**src/rtl/serial_tx_pkg.sv**
```systemverilog
// Shared encodings for the framed serial transmitter: controller states,
// shift-register modes and the bit shifted in behind the data.
package serial_tx_pkg;

  typedef enum logic [1:0] {
    ST_IDLE  = 2'd0,
    ST_SHIFT = 2'd1,
    ST_GAP   = 2'd2
  } state_e;

  typedef enum logic [1:0] {
    SR_HOLD  = 2'd0,
    SR_LOAD  = 2'd1,
    SR_SHIFT = 2'd2
  } sr_mode_e;

  localparam logic FILL_BIT = 1'b1;

endpackage

```
**src/rtl/serial_tx_ctrl_shift_reg_ar.sv**
```systemverilog
// Parallel-load / serial-shift register, shifting toward bit 0 with s_in_i
// entering at the top. Asynchronous active-high reset to zero.
module shift_reg_ar
  import serial_tx_pkg::*;
#(
  parameter int WIDTH = 8
) (
  input  logic             clk_i,
  input  logic             rst_i,
  input  logic [1:0]       mode_i,
  input  logic             s_in_i,
  input  logic [WIDTH-1:0] p_in_i,
  output logic [WIDTH-1:0] q_o
);

  logic [WIDTH-1:0] q_q;
  logic [WIDTH-1:0] q_d;

  always_comb begin
    q_d = q_q;
    case (mode_i)
      SR_LOAD:  q_d = p_in_i;
      SR_SHIFT: q_d = {s_in_i, q_q[WIDTH-1:1]};
      default:  q_d = q_q;
    endcase
  end

  always_ff @(posedge clk_i or posedge rst_i) begin
    if (rst_i) q_q <= '0;
    else       q_q <= q_d;
  end

  assign q_o = q_q;

endmodule

```
**src/rtl/serial_tx_ctrl.sv**
```systemverilog
// Framed serial transmitter: accepts a word per valid/ready handshake, sends
// it LSB-first with a frame flag, then enforces GAP idle cycles.
module serial_tx_ctrl
  import serial_tx_pkg::*;
#(
  parameter int WIDTH = 8,
  parameter int GAP   = 1
) (
  input  logic                     clk_i,
  input  logic                     rst_i,
  input  logic                     in_valid_i,
  input  logic [WIDTH-1:0]         in_data_i,
  output logic                     in_ready_o,
  output logic                     s_out_o,
  output logic                     frame_o,
  output logic                     done_o,
  output logic [$clog2(WIDTH)-1:0] bit_idx_o
);

  localparam int IDXW = $clog2(WIDTH);
  localparam logic [IDXW-1:0] LAST_IDX = IDXW'(WIDTH - 1);

  state_e          state_q;
  logic [IDXW-1:0] bit_idx_q;
  logic [WIDTH-1:0] sr_q;
  logic [1:0]      sr_mode;
  logic            last_bit;
  logic            accept;
  logic            gap_zero;
  logic            unused_sr_hi;

  assign last_bit   = (state_q == ST_SHIFT) && (bit_idx_q == LAST_IDX);
  // With no gap the next word may be taken during the last bit, keeping frame high.
  assign in_ready_o = (state_q == ST_IDLE) || ((GAP == 0) && last_bit);
  assign accept     = in_valid_i && in_ready_o;

  assign frame_o   = (state_q == ST_SHIFT);
  assign s_out_o   = frame_o ? sr_q[0] : 1'b1;
  assign done_o    = last_bit;
  assign bit_idx_o = frame_o ? bit_idx_q : '0;

  always_comb begin
    sr_mode = SR_HOLD;
    if (accept)                     sr_mode = SR_LOAD;
    else if (state_q == ST_SHIFT)   sr_mode = SR_SHIFT;
  end

  shift_reg_ar #(.WIDTH(WIDTH)) u_sr (
    .clk_i  (clk_i),
    .rst_i  (rst_i),
    .mode_i (sr_mode),
    .s_in_i (FILL_BIT),
    .p_in_i (in_data_i),
    .q_o    (sr_q)
  );

  assign unused_sr_hi = ^sr_q[WIDTH-1:1];

  always_ff @(posedge clk_i or posedge rst_i) begin
    if (rst_i) begin
      state_q   <= ST_IDLE;
      bit_idx_q <= '0;
    end else begin
      case (state_q)
        ST_IDLE: begin
          if (accept) begin
            state_q   <= ST_SHIFT;
            bit_idx_q <= '0;
          end
        end
        ST_SHIFT: begin
          if (!last_bit) begin
            bit_idx_q <= bit_idx_q + 1'b1;
          end else if (accept) begin
            bit_idx_q <= '0;
          end else if (GAP > 0) begin
            state_q   <= ST_GAP;
            bit_idx_q <= '0;
          end else begin
            state_q   <= ST_IDLE;
            bit_idx_q <= '0;
          end
        end
        ST_GAP: begin
          if (gap_zero) state_q <= ST_IDLE;
        end
        default: state_q <= ST_IDLE;
      endcase
    end
  end

  generate
    if (GAP > 0) begin : g_gap
      localparam int GW = $clog2(GAP + 1);
      logic [GW-1:0] gap_cnt_q;

      always_ff @(posedge clk_i or posedge rst_i) begin
        if (rst_i)
          gap_cnt_q <= '0;
        else if (last_bit)
          gap_cnt_q <= GW'(GAP - 1);
        else if ((state_q == ST_GAP) && (gap_cnt_q != '0))
          gap_cnt_q <= gap_cnt_q - 1'b1;
      end

      assign gap_zero = (gap_cnt_q == '0);
    end else begin : g_nogap
      assign gap_zero = 1'b1;
    end
  endgenerate

endmodule
```
**config.mk**
```make
export PLATFORM = sky130hd
export DESIGN_NAME = serial_tx_ctrl
export DESIGN_NICKNAME = d
export VERILOG_FILES = /design/src/rtl/serial_tx_pkg.sv /design/src/rtl/serial_tx_ctrl_shift_reg_ar.sv /design/src/rtl/serial_tx_ctrl.sv
export SDC_FILE = /design/constraint.sdc
export NUM_CORES = 1
export LEC_CHECK = 0
export CORE_AREA = 3 3 44 46
export DETAILED_ROUTE_END_ITERATION = 10
export DIE_AREA = 0 0 47 49
export PLACE_DENSITY = 0.77
export SLEW_MARGIN = 20
export SYNTH_ARGS = -nofsm -noshare
export SYNTH_HDL_FRONTEND = slang
export SYNTH_HIERARCHICAL = 1
export SYNTH_SLANG_ARGS = --single-unit
```
**constraint.sdc**
```tcl
create_clock -name clk_i -period 2.05 [get_ports clk_i]
set_clock_uncertainty 0.2 [all_clocks]
set_input_delay 0.3075 -clock clk_i [delete_from_list [all_inputs] [get_ports clk_i]]
set_output_delay 0.3075 -clock clk_i [all_outputs]
set_load 0.01 [all_outputs]
```
# --- Word level (Yosys, flattened, before mapping) ---
# Index checks and enable logic that the tools add are counted.
classes:
  addsub: 2
  eq_ne: 9
  muxes: 15
  reduce_logical: 9
ops:
  columns: ["cell", "n"]
  rows:
  - ["one-hot mux 8 bit (2 select lines)", 1]
  - ["2-to-1 mux 2 bit", 6]
  - ["2-to-1 mux 3 bit", 3]
  - ["one-hot mux 2 bit (3 select lines)", 1]
  - ["one-hot mux 3 bit (2 select lines)", 1]
  - ["nonzero test 2 bit", 3]
  - ["equality test 2 x 1 -> 1 bit (second input constant)", 2]
  - ["equality test 2 bit (second input constant)", 2]
  - ["inequality test 2 x 1 -> 1 bit (second input constant)", 2]
  - ["inequality test 2 bit (second input constant)", 2]
  - ["AND reduction 4 bit", 1]
  - ["adder 3 x 1 -> 3 bit (second input constant)", 1]
  - ["equality test 3 bit (second input constant)", 1]
  - ["logical AND 1 bit", 3]
  - ["2-to-1 mux 1 bit", 3]
  - ["logical NOT 2 bit", 1]
  - ["AND reduction 2 bit", 1]
  - ["subtractor 1 bit (second input constant)", 1]
totals:
  reg_bits: 14
  input_bits: 11
  elab_cells: 39

# --- Depth between registers and ports, before layout ---
logic_depth:
  word_depth: 5
  ltp_mapped: 7
  ltp_nobuf: 6

# --- By module ---
# The synthesis kept the hierarchy.
modules_own_cells:
  columns: ["module", "n_inst", "cells_per_inst", "area_each_um2"]
  rows:
  - ["shift_reg_ar", 1, 37, 392.9]
  - ["serial_tx_ctrl", 1, 29, 322.8]

# --- Worst setup path before layout ---
# OpenSTA, ideal clock, no wires.
synth_path:
  path_kind: "reg-to-reg"
  from: "register state_q[0]"
  to: "register u_sr.q_q[6] (netlist: u_sr/q_o[6])"
  arrival_ns: 1.403
  t_required_ns: 1.729
  slack_ns: 0.326
  stages_incl_launch_ff: 8
  n_path_buf: 1
  path_cell_list: "dfrtp_1 nor2_1 and2_1 inv_1 ha_1 buf_6 nand2_1 o21ai_1"
synth_via:
  elab_chain_cells: 5
synth_rtl:
  columns: ["element", "line", "source"]
  rows:
  - ["start: declaration", "serial_tx_ctrl.sv:23", "state_e state_q;"]
  - ["start signal: assignment", "serial_tx_ctrl.sv:61", "state_q <= ST_IDLE;"]
  - ["start signal: assignment", "serial_tx_ctrl.sv:67", "state_q <= ST_SHIFT;"]
  - ["start signal: assignment", "serial_tx_ctrl.sv:77", "state_q <= ST_GAP;"]
  - ["logical NOT 2 bit (*)", "serial_tx_ctrl.sv:34", "assign in_ready_o = (state_q == ST_IDLE) || ((GAP == 0) && last_bit);"]
  - ["via in_ready_o", "serial_tx_ctrl.sv:13", "output logic in_ready_o,"]
  - ["logical AND 1 bit (*)", "serial_tx_ctrl.sv:35", "assign accept = in_valid_i && in_ready_o;"]
  - ["via accept", "serial_tx_ctrl.sv:28", "logic accept;"]
  - ["2-to-1 mux 2 bit (*)", "serial_tx_ctrl.sv:44", "if (accept) sr_mode = SR_LOAD;"]
  - ["equality test 2 bit or equality test 2 x 1 -> 1 bit (tied branches)", "serial_tx_ctrl_shift_reg_ar.sv:21", "case (mode_i)"]
  - ["one-hot mux 8 bit (2 select lines) or nonzero test 2 bit (tied branches)", null, null]
  - ["end signal: assignment", "serial_tx_ctrl_shift_reg_ar.sv:30", "else q_q <= q_d;"]
  - ["end: declaration", "serial_tx_ctrl_shift_reg_ar.sv:16", "logic [WIDTH-1:0] q_q;"]
# The timed path passes the listed nets; every way through them passes the cells marked *.
# A chain may end at the register's enable or synchronous reset.

# --- Worst setup path after layout ---
layout_path:
  from: "register state_q[1]"
  to: "output frame_o"
layout_via:
  elab_chain_cells: 1
layout_rtl:
  columns: ["element", "line", "source"]
  rows:
  - ["equality test 2 x 1 -> 1 bit", "serial_tx_ctrl.sv:37", "assign frame_o = (state_q == ST_SHIFT);"]
  - ["end: declaration", "serial_tx_ctrl.sv:15", "output logic frame_o,"]
# No other way between the ends.

==> impl_metrics.env <==
export IMPL_r2r_setup_slack_ns=0.19
export IMPL_worst_setup_path_end_kind="output port"
export IMPL_syn_to_final_growth_pct=32.34
export IMPL_num_fill_cells=131
export IMPL_yosysSeqAreaShare_pct=48.95
export IMPL_floorplan_initialDensity_pct=46.43
export IMPL_hpwl_um=1089
export IMPL_antenna_found_initial=0
export IMPL_die_area_sq_um=2303
export IMPL_post_drt_wl_per_cell_um=12.98
export IMPL_core_area_sq_um=1541
export IMPL_grt_max_degree=17
export IMPL_drtIter0Drc=7
export IMPL_gp_congestion=0.7427
export IMPL_avgSynthCellArea_sq_um=10.84
export IMPL_fmax_mhz=508.5
export IMPL_cts_tree="built"
export IMPL_cts_buffers=3
export IMPL_drive_above_1_share_pct=14.61
export IMPL_via_count=518
export IMPL_drcViolationCount=0
export IMPL_worstSetupPathType="reg -> out"
export IMPL_clock_latency_ns=0.28
export IMPL_ir_drop_mv=0.9632
export IMPL_rows=14
export IMPL_via_per_inst=4.933
export IMPL_die_h_um=49
export IMPL_finish_utilization_pct=61.44
export IMPL_grt_use_total_pct=13.72
export IMPL_cts_max_path_buffers=2
export IMPL_antenna_left=0
export IMPL_multi_input_area_sq_um=321.6
export IMPL_ys_ff_latch=14
export IMPL_synth_cell_type_count=19
export IMPL_whs_ns=0.06271
export IMPL_rsz0062_at_grt="no"
export IMPL_cts_sinks=14
export IMPL_reg2reg_to="u_sr/q_o[4]$_DFFE_PP0P_"
export IMPL_maxCapViolations=0
export IMPL_ios=18
export IMPL_p_leak_uw=0.0004879
export IMPL_ff_latch_area_sq_um=350.3
export IMPL_cp_start_kind="flop"
export IMPL_nNetsFinal=104
export IMPL_routed_wl_um=1363
export IMPL_finalSetupTns_ns=0
export IMPL_synth_area_leaders="dfrtp_1 49%, mux2i_1 11%, o21ai_1 5.6%"
export IMPL_power_density_nw_per_um2=1666
export IMPL_worst_r2r_path_depth=7
export IMPL_hold_viol=0
export IMPL_hold_class="in -> async"
export IMPL_synth_nets=80
export IMPL_r2r_start="state_q[1]$_DFFE_PP0P_"
export IMPL_htreeDepth=1
export IMPL_arrival_ns=1.46
export IMPL_antennaDiodeCount=0
export IMPL_grt_pass1_vias=553
export IMPL_setup_viol=0
export IMPL_path_clk_slew_ns=0.09
export IMPL_drt_first_pass_iters=4
export IMPL_cp_max_fo=3
export IMPL_cp_required_ns=1.54
export IMPL_fin_crit_sh_pct=95.93
export IMPL_cts_root_buf="clkbuf_4"
export IMPL_period_minus_slack_ns=1.967
export IMPL_grt_pass1_wl_um=2339
export IMPL_synth_top_cell_area_share_pct=48.95
export IMPL_portBuffers=17
export IMPL_grt_overflow=0
export IMPL_synth_cells=66
export IMPL_synth_warnings=6
export IMPL_synth_top_cell_by_area="dfrtp_1"
export IMPL_synth_area_sq_um=715.7
export IMPL_status="finished clean"
export IMPL_finalMaxSlewViolations=0
export IMPL_die_x_um=47
-- critical path, cell delays in order (launching register included) --
cell and delay (ns):
dfrtp_1 0.40, nor2b_2 0.13, buf_4 0.13, clkdlybuf4s50_1 0.52
-- metal layers --
metal  track usage, %  vias to the layer above  wire length, um
met2            21.49                       11              688
met3            5.904                        0               70
li1                 -                      269                -
met5                0                        -                0
met4            2.765                        0                0
met1            17.28                      238              604
-- through the flow --
| stage | cells | cell area, sq um | total power, uW | setup WS (ns) |
|---|---|---|---|---|
| floorplan | 66 | 715.7 | 1161 | 0.3259 |
| global placement | 100 | 902.1 | 1395 | 0.05779 |
| detailed placement | 100 | 902.1 | 1430 | 0.01214 |
| CTS | 105 | 942.2 | 1598 | 0.05019 |
| global route | 105 | 947.2 | 1721 | 0.02599 |
| finish | 105 | 947.2 | 1578 | 0.08341 |
-- kinds of logic after synthesis --
group / after synthesis / share of synthesized area (%)
DFF: 14 / 48.95
other: 1 / 0.5240
muxes: 9 / 12.76
AOI/OAI and AO/OA: 14 / 12.76
adders and majority gates: 3 / 5.245
and+or+nand+nor: 18 / 12.94
buffers and inverters: 7 / 6.817
-- layout by cell type, fill, tap and decap left out, drive strengths merged --
| cell type | n |
|---|---|
| and2b | 1 |
| inv | 4 |
| dlygate4sd2 | 5 |
| conb | 1 |
| nor2b | 1 |
| o21bai | 1 |
| clkbuf | 4 |
| and2 | 5 |
| a211oi | 1 |
| nand2 | 8 |
| nand2b | 1 |
| buf | 5 |
| a21oi | 1 |
| dlymetal6s2s | 1 |
| mux2 | 1 |
| nor3b | 1 |
| o21ai | 8 |
| a22o | 3 |
| ha | 3 |
| dfrtp | 14 |
| mux2i | 8 |
| clkdlybuf4s50 | 11 |
| nor2 | 1 |
-- worst max path at each step --
stage / cells past startpoint / to / startpoint
after floorplan: 7 / u_sr/q_o[6]$_DFFE_PP0P_ / state_q[0]$_DFFE_PP0P_
after global placement: 6 / u_sr/q_o[4]$_DFFE_PP0P_ / in_valid_i
after detailed placement: 6 / u_sr/q_o[1]$_DFFE_PP0P_ / in_valid_i
after CTS: 3 / in_ready_o / state_q[1]$_DFFE_PP0P_
after global routing: 4 / done_o / bit_idx_q[0]$_DFFE_PP0P_
final: 3 / frame_o / state_q[1]$_DFFE_PP0P_
-- registers in the layout (all words and copies together), names as in the netlist --
name             cells
u_sr/q_o             8
bit_idx_q            3
state_q              2
g_gap.gap_cnt_q      1
-- cell usage after synthesis (all sizes together) --
cell / count
buf: 3
o21ai: 8
nor2: 1
mux2: 1
ha: 3
a211oi: 1
nor3b: 1
and2b: 1
and2: 5
mux2i: 8
dfrtp: 14
nand2: 8
a21oi: 1
inv: 4
a22o: 3
nor2b: 1
o21bai: 1
conb: 1
nand2b: 1
-- cell type report --
type	count	area share, %
repair buffers	22	21.53
well taps	16	2.114
flip-flops and latches	14	36.99
clock buffers	4	3.831
multi-input cells	45	33.95
inverters	4	1.585
-- power breakdown --
group	switching, uW	total (uW)	internal (uW)
logic	434	896	462
registers	71.5	483	412
clock network	90.5	198	108
-- what timing repair did --
item | 4_1_cts | 5_1_grt
setup endpoints to repair | 6 | 2
gates resized for setup | 6 | 2
hold endpoints to repair | 0 | 0
hold buffers | 0 | 0
setup buffers | 1 | 0
(Power assumes the default switching activity.)
